File: src/rtl/ref_burst_sched.sv
// Credit-limited read-burst scheduler: splits a block job into ID-tagged bursts and passes the returned data through.
// Define REF_BURST_SPLIT_4K_EN to also split bursts at 4 KiB address boundaries.
module ref_burst_sched #(
    parameter int unsigned MAX_BURST  = 16,
    parameter int unsigned MAX_CREDIT = 64
) (
    input  logic         clk,
    input  logic         rst,
    input  logic         start_in,
    input  logic [31:0]  base_addr_in,
    input  logic [23:0]  num_blocks_in,
    output logic         busy_out,
    output logic         done_out,
    output logic [5:0]   rd_id_out,
    output logic [31:0]  rd_addr_out,
    output logic [7:0]   rd_len_out,
    output logic         rd_info_valid_out,
    input  logic         rd_info_rdy_in,
    input  logic [255:0] rd_data_in,
    input  logic         rd_data_valid_in,
    output logic         rd_data_rdy_out,
    output logic [255:0] data_out,
    output logic         data_valid_out,
    input  logic         data_rdy_in
);

    typedef enum logic [1:0] {IDLE, ISSUE, DRAIN} state_t;

    localparam logic [31:0] LP_MAX_BURST  = 32'(MAX_BURST);
    localparam logic [31:0] LP_MAX_CREDIT = 32'(MAX_CREDIT);

    state_t      r_state;
    state_t      w_state_next;
    logic [31:0] r_addr;
    logic [31:0] r_credit;
    logic [23:0] r_remaining;
    logic [23:0] r_returned;
    logic [23:0] r_num_blocks;
    logic [5:0]  r_id;
    logic [5:0]  r_rd_id;
    logic [31:0] r_rd_addr;
    logic [7:0]  r_rd_len;
    logic        r_valid;
    logic        r_busy;
    logic        r_done;

    logic [31:0] w_limit;
    logic [31:0] w_len;
    logic [31:0] w_hs_len;
    logic        w_hs;
    logic        w_beat;
    logic        w_can_issue;
    logic        w_complete;

`ifdef REF_BURST_SPLIT_4K_EN
    // Bytes left in the 4 KiB page divided by 32; addr[4:0] is always zero.
    assign w_limit = 32'd128 - {25'd0, r_addr[11:5]};
`else
    assign w_limit = 32'd256;
`endif

    always_comb begin
        w_len = LP_MAX_BURST;
        if ({8'd0, r_remaining} < w_len) w_len = {8'd0, r_remaining};
        if (w_limit < w_len)             w_len = w_limit;
    end

    // Bookkeeping on a handshake uses the registered length, not the live one.
    assign w_hs_len    = {24'd0, r_rd_len} + 32'd1;
    assign w_hs        = r_valid & rd_info_rdy_in;
    assign w_beat      = rd_data_valid_in & data_rdy_in & (r_state != IDLE);
    assign w_can_issue = (r_state == ISSUE) && !r_valid && (r_remaining != 24'd0) &&
                         ((r_credit + w_len) <= LP_MAX_CREDIT);

    always_ff @(posedge clk) begin
        if (rst) r_state <= IDLE;
        else     r_state <= w_state_next;
    end

    always_comb begin
        w_state_next = r_state;
        w_complete   = 1'b0;
        case (r_state)
            IDLE: begin
                if (start_in && (num_blocks_in != 24'd0)) w_state_next = ISSUE;
            end
            ISSUE: begin
                if (w_hs && ({8'd0, r_remaining} == w_hs_len)) w_state_next = DRAIN;
            end
            DRAIN: begin
                if ((r_returned + 24'(w_beat)) == r_num_blocks) begin
                    w_state_next = IDLE;
                    w_complete   = 1'b1;
                end
            end
            default: w_state_next = IDLE;
        endcase
    end

    always_ff @(posedge clk) begin
        if (rst) begin
            r_addr       <= '0;
            r_credit     <= '0;
            r_remaining  <= '0;
            r_returned   <= '0;
            r_num_blocks <= '0;
            r_id         <= '0;
            r_rd_id      <= '0;
            r_rd_addr    <= '0;
            r_rd_len     <= '0;
            r_valid      <= 1'b0;
            r_busy       <= 1'b0;
            r_done       <= 1'b0;
        end else begin
            r_done <= 1'b0;
            if (r_state == IDLE) begin
                if (start_in) begin
                    r_addr       <= base_addr_in;
                    r_remaining  <= num_blocks_in;
                    r_num_blocks <= num_blocks_in;
                    r_id         <= '0;
                    r_credit     <= '0;
                    r_returned   <= '0;
                    r_done       <= (num_blocks_in == 24'd0);
                    r_busy       <= (num_blocks_in != 24'd0);
                end
            end else begin
                r_credit <= r_credit + (w_hs ? w_hs_len : '0) - (w_beat ? 32'd1 : '0);
                if (w_beat) r_returned <= r_returned + 24'd1;
                if (w_hs) begin
                    r_valid     <= 1'b0;
                    r_addr      <= r_addr + (w_hs_len << 5);
                    r_remaining <= r_remaining - w_hs_len[23:0];
                    r_id        <= r_id + 6'd1;
                end else if (w_can_issue) begin
                    r_valid   <= 1'b1;
                    r_rd_addr <= r_addr;
                    r_rd_len  <= 8'(w_len - 32'd1);
                    r_rd_id   <= r_id;
                end
                if (w_complete) begin
                    r_done <= 1'b1;
                    r_busy <= 1'b0;
                end
            end
        end
    end

    assign busy_out          = r_busy;
    assign done_out          = r_done;
    assign rd_id_out         = r_rd_id;
    assign rd_addr_out       = r_rd_addr;
    assign rd_len_out        = r_rd_len;
    assign rd_info_valid_out = r_valid;

    assign data_out          = rd_data_in;
    assign data_valid_out    = rd_data_valid_in;
    assign rd_data_rdy_out   = data_rdy_in;

endmodule

File: config.mk
export PLATFORM = sky130hd
export DESIGN_NAME = ref_burst_sched
export DESIGN_NICKNAME = d
export VERILOG_FILES = /design/src/rtl/ref_burst_sched.sv
export SDC_FILE = /design/constraint.sdc
export NUM_CORES = 1
export LEC_CHECK = 0
export ABC_AREA = 0
export ABC_CLOCK_PERIOD_IN_PS = 6300
export CELL_PAD_IN_SITES_DETAIL_PLACEMENT = 2
export CELL_PAD_IN_SITES_GLOBAL_PLACEMENT = 2
export CORE_ASPECT_RATIO = 1.2
export CORE_MARGIN = 2
export CORE_UTILIZATION = 24
export DETAILED_ROUTE_END_ITERATION = 8
export GPL_ROUTABILITY_DRIVEN = 0
export PLACE_DENSITY = 0.92
export SLEW_MARGIN = 20
export SYNTH_ARGS = -nofsm -noshare
export SYNTH_HDL_FRONTEND = slang
export SYNTH_SLANG_ARGS = --single-unit
File: constraint.sdc
create_clock -name clk -period 6.3 [get_ports clk]
set_input_delay 1.26 -clock clk [delete_from_list [all_inputs] [get_ports clk]]
set_output_delay 1.26 -clock clk [all_outputs]
set_load 0.02 [all_outputs]
## Word-level counts from Yosys, hierarchy flattened

Index checks and enable logic that the tools add are counted.

| storage, ports and cells | value |
|---|---|
| register bits after elaboration | 193 |
| bits of input ports | 318 |
| output and inout port bits | 307 |

| operators by class | value |
|---|---|
| add/subtract/negate cells | 10 |
| $lt $le $gt $ge | 3 |
| eq/ne operators | 8 |
| multiplexer cells | 32 |
| bitwise operators | 5 |
| reductions and logical operators | 22 |

Operator list:

| kind | count |
|---|---|
| two-way mux 24 bit | 8 |
| two-way mux 32 bit | 5 |
| nonzero test 24 bit | 2 |
| adder 32 x 14 -> 32 bit | 1 |
| adder 32 x 24 -> 32 bit | 1 |
| adder 32 x 9 -> 32 bit | 1 |
| less-or-equal comparator 32 x 7 -> 1 bit, second input constant | 1 |
| < comparator 9 x 32 -> 1 bit, first input constant | 1 |
| subtractor 32 x 1 -> 32 bit | 1 |
| adder 24 x 1 -> 24 bit | 1 |
| adder 24 x 1 -> 24 bit, second input constant | 1 |
| == test 24 bit | 1 |
| == test 24 x 9 -> 1 bit | 1 |
| logical NOT 24 bit | 1 |
| < comparator 24 x 5 -> 1 bit, second input constant | 1 |
| subtractor 24 x 9 -> 24 bit | 1 |
| two-way mux 6 bit | 3 |
| two-way mux 1 bit | 11 |
| AND reduction 2 bit | 5 |
| nonzero test 2 bit | 5 |
| adder 8 x 1 -> 9 bit, second input constant | 1 |
| two-way mux 9 bit | 1 |
| subtractor 8 x 1 -> 8 bit, second input constant | 1 |
| adder 6 x 1 -> 6 bit, second input constant | 1 |
| other kinds (12) | 24 |

## Depth between registers and ports, before layout

| logic depth | value |
|---|---|
| depth in word-level cells | 9 |
| mapped depth | 20 |

## Worst setup path after synthesis

No wires, ideal clock.

| path | value |
|---|---|
| path type | input to register |
| start point | input port rd_info_rdy_in |
| end point | register r_credit[28] |
| data arrival time | 4.765 ns |
| required time | 6.168 ns |
| path slack | 1.402 ns |
| cell stages on the path | 17 |
| buffers on the path | 2 |
| cells stage by stage | and2_1 clkbuf_1 buf_1 nand2_1 ha_1 inv_1 ha_1 fa_1 a211oi_1 o211a_1 nor4_1 or4_1 nand3_1 o22ai_1 o31ai_1 mux2i_1 a21oi_1 |

| between the ends | value |
|---|---|
| longest elaborated chain between the ends | 5 |

RTL lines:

| element | line | source |
|---|---|---|
| from (decl) | 18 | `input logic rd_info_rdy_in,` |
| AND 1 bit | 70 | `assign w_hs = r_valid & rd_info_rdy_in;` |
| two-way mux 9 bit | 128 | `r_credit <= r_credit + (w_hs ? w_hs_len : '0) - (w_beat ? 32'd1 : '0);` |
| adder 32 x 9 -> 32 bit | 128 |  |
| subtractor 32 x 1 -> 32 bit | 128 |  |
| two-way mux 32 bit | 116 | `if (r_state == IDLE) begin` |
| to (signal assigned) | 128 |  |
| to (decl) | 35 | `logic [31:0] r_credit;` |

Every way passes these cells.
A chain may end at the register's enable or synchronous reset.

## Worst setup path in the final report

| path | value |
|---|---|
| start point | register r_remaining[12] |
| end point | register r_rd_len[3], in the netlist rd_len_out[3] |

| between the ends | value |
|---|---|
| longest elaborated chain between the ends | 8 |

RTL lines:

| element | line | source |
|---|---|---|
| from (decl) | 36 | `logic [23:0] r_remaining;` |
| from (signal assigned) | 119 | `r_remaining <= num_blocks_in;` |
| from (signal assigned) | 133 | `r_remaining <= r_remaining - w_hs_len[23:0];` |
| < comparator 24 x 5 -> 1 bit | 64 | `if ({8'd0, r_remaining} < w_len) w_len = {8'd0, r_remaining};` |
| two-way mux 24 bit | 64 |  |
| < comparator 9 x 32 -> 1 bit | 65 | `if (w_limit < w_len) w_len = w_limit;` |
| two-way mux 24 bit | 65 |  |
| adder 32 x 24 -> 32 bit | 73 | `((r_credit + w_len) <= LP_MAX_CREDIT);` |
| less-or-equal comparator 32 x 7 -> 1 bit | 73 |  |
| logical AND 1 bit | 72 | `assign w_can_issue = (r_state == ISSUE) && !r_valid && (r_remaining != 24'd0) &&` |
| AND reduction 3 bit (no source line) | -- |  |
| to (signal assigned) | 138 | `r_rd_len <= 8'(w_len - 32'd1);` |
| to (decl) | 42 | `logic [7:0] r_rd_len;` |

Several ways; a longest one is shown, not always the timed one.

==> flow_metrics.env <==
export IMPL_outcome="finished clean"
export IMPL_drc=0
export IMPL_power_leakage_nw=6.10
export IMPL_synth_most_common_cell="nand2_1"
export IMPL_critPathLaunchType="flip-flop"
export IMPL_skew_ps=24.0
export IMPL_rsz0062_at_grt="no"
export IMPL_hold_depth=2
export IMPL_tightest_slew_ps=1090
export IMPL_insertion_delay_ps=480
export IMPL_grt_usage_pct=19.1
export IMPL_start_util_pct=24.4
export IMPL_cp_slowest_cell="or3_1"
export IMPL_fmax_mhz=168
export IMPL_cpPeakStageDelay_ps=630
export IMPL_synth_cell_type_count=83
export IMPL_syn_area_um2=15800
export IMPL_ant_nets=0
export IMPL_clkTransAtPathRegs_ps=80
export IMPL_yosysTopAreaCellShare_pct=24.5
export IMPL_critical_path_class="flip-flop to flip-flop"
export IMPL_slew_headroom_pct=27.3
export IMPL_antenna_found_initial=0
export IMPL_hold_violations=0
export IMPL_wirelength_mm=66.1
export IMPL_setup_viol=0
export IMPL_clock_root_buffer="clkbuf_16"
export IMPL_cp_max_fo=9
export IMPL_dp_hpwl_mm=49.9
export IMPL_syn_to_final_growth_pct=4.17
export IMPL_core_um2=64700
export IMPL_slew_violations=0
export IMPL_nNetsFinal=2310
export IMPL_initialDrtViolationCount=650
export IMPL_synthTopCellsByCount="nand2_1 (273), buf_4 (258), dfxtp_1 (193)"
export IMPL_row_count=102
export IMPL_p_total_mw=5.32
export IMPL_async_flop_share_pct=0
export IMPL_crit_chain="or3_1 > or3_4 > or4_4 > nor3_4 > inv_2 > nor2_1 > ha_1 > a211oi_1 > o211ai_1 > a211oi_1 > a2111oi_0 > o2111ai_1 > nor4_1 > nand4_2 > or3_1 > mux2_4"
export IMPL_cts_sinks=193
export IMPL_io_buffers=112
export IMPL_grt_pass1_wl_mm=100
export IMPL_p_per_area_nw_per_um2=324
export IMPL_die_area_um2=67700
export IMPL_reg2regPathDepth=16
export IMPL_required_ps=6670
export IMPL_synthTopCellsByArea="dfxtp_1 (25%), buf_4 (12%), ha_1 (7.5%)"
export IMPL_yosys_warnings=0
export IMPL_antenna_cells=0
export IMPL_cts_tree="yes"
export IMPL_clk_path_buf_depth=2
export IMPL_end_kind="flip-flop"
export IMPL_yosys_area_top_type="dfxtp_1"
export IMPL_wl_per_cell_um=24.1
export IMPL_firstDrtPassIters=5
export IMPL_grt_max_degree=89
export IMPL_tns_ps=0
export IMPL_via_count=15000
export IMPL_dieHeight_um=285
export IMPL_ir_drop_v=0.000184
export IMPL_max_cap_violations=0
export IMPL_arrival_ps=6320
export IMPL_fin_crit_sh_pct=94.4
export IMPL_synth_seq_area_share_pct=24.5
export IMPL_grt_overflow_total=0
export IMPL_synth_edf_count=0
export IMPL_die_w_um=238
export IMPL_postSynthAreaPerCell_um2=7.53
export IMPL_min_period_ps=5950
export IMPL_cts_made_buffers=17
export IMPL_drive_gt1_share_pct=4.14
export IMPL_ios=625
export IMPL_vias_per_cell=5.48
export IMPL_post_synth_inst_count=2092
export IMPL_synth_ff_type="dfxtp_1"
export IMPL_min_path_type="flip-flop to flip-flop"
export IMPL_grt_pass1_vias=16600
export IMPL_ys_seq_elements=193
export IMPL_h_tree_depth=4
cell families (layout without fill, tap and decap cells):
| group | Yosys count | in the layout | synth area share, % |
|---|---|---|---|
| adders and majority gates | 98 | 98 | 7.97 |
| and+or+nand+nor | 717 | 717 | 21.4 |
| buffers and inverters | 464 | 261 | 17.4 |
| AOI/OAI and AO/OA | 471 | 471 | 19.8 |
| xor gates and xnor gates | 84 | 84 | 4.67 |
| other | 1 | 19 | 0.0238 |
| DFF | 193 | 193 | 24.5 |
| muxes | 64 | 64 | 4.14 |
metal layers:
layer | up-vias | track usage (%) | share of wire (%)
met4 | 0 | 18.0 | 10
met2 | 524 | 34.3 | 50
met1 | 7421 | 18.0 | 34
met3 | 362 | 4.04 | 5.6
li1 | 6699 | - | -
met5 | - | 0 | 0
worst paths after layout:
kind / end / slack [ps] / from
worst max-delay path: rd_len_out[3] / 350 / r_remaining[12]
worst min-delay path: rd_addr_out[0] / 460 / rd_addr_out[0]
worst max register to register: rd_len_out[3] / 350 / r_remaining[12]
worst min register to register: rd_addr_out[0] / 460 / rd_addr_out[0]
timing repair:
action                     4_1_cts  5_1_grt
gates resized for setup          0        2
buffers inserted                 0        0
hold buffers                     0        0
setup endpoints to repair        0       22
sequential cells by signal, indices dropped and copies added (netlist names), 2 cells and up:
signal,count
r_addr,32
r_credit,32
rd_len_out,8
rd_addr_out,32
rd_id_out,6
r_num_blocks,24
r_state,2
r_returned,24
r_remaining,24
r_id,6
worst max-delay path: cells and delay by family, from the launching register on:
kind / cells / cell delay (ps)
AO/OA/AOI/OAI: 5 / 1550
adder cells (fa/ha/maj): 1 / 300
buffers and inverters: 1 / 110
flip-flops: 1 / 350
multiplexers: 1 / 370
AND/OR/NAND/NOR: 8 / 3150
cells in the final DEF (no fill, tap or decap), types with 28 or more instances in the layout:
cell and count:
nand2_1 271, dfxtp_1 193, a21oi_1 160, nor2_1 135, clkdlybuf4s50_1 111, inv_1 101
ha_1 94, nand3_1 92, mux2i_1 58, xnor2_1 55, o21ai_0 49, nor3_1 42
nand4_1 38, xor2_1 29, a211oi_1 28
layout make-up:
type                       count  area (um2)
timing repair buffer         126        1240
sequential                   193        3860
tap                          832        1040
multi-input combinational   1453        9250
inverter                     103         388
clock inverter                15         209
clock buffer                  17         425
fill                        7482       48300
power by group:
group          switching, mW  internal, mW  leakage [nW]
logic                   1.61          1.02          4.22
clock network          0.627         0.580         0.302
registers              0.160          1.32          1.57
total                   2.39          2.92          6.10
through the flow:
step                      utilization [%]  cells  setup slack [ps]  hold slack, ps  cell area [um2]
after floorplan                         -   2110              1400             436            15800
after global placement               24.4   2707               842             444            15800
after detailed placement             24.4   2707               365             451            15800
after CTS                            25.4   2739               193             467            16400
after global routing                 25.4   2739              92.9             496            16400
final                                25.4   2739               355             464            16400
Note: power is estimated with default switching activity, not from simulation.
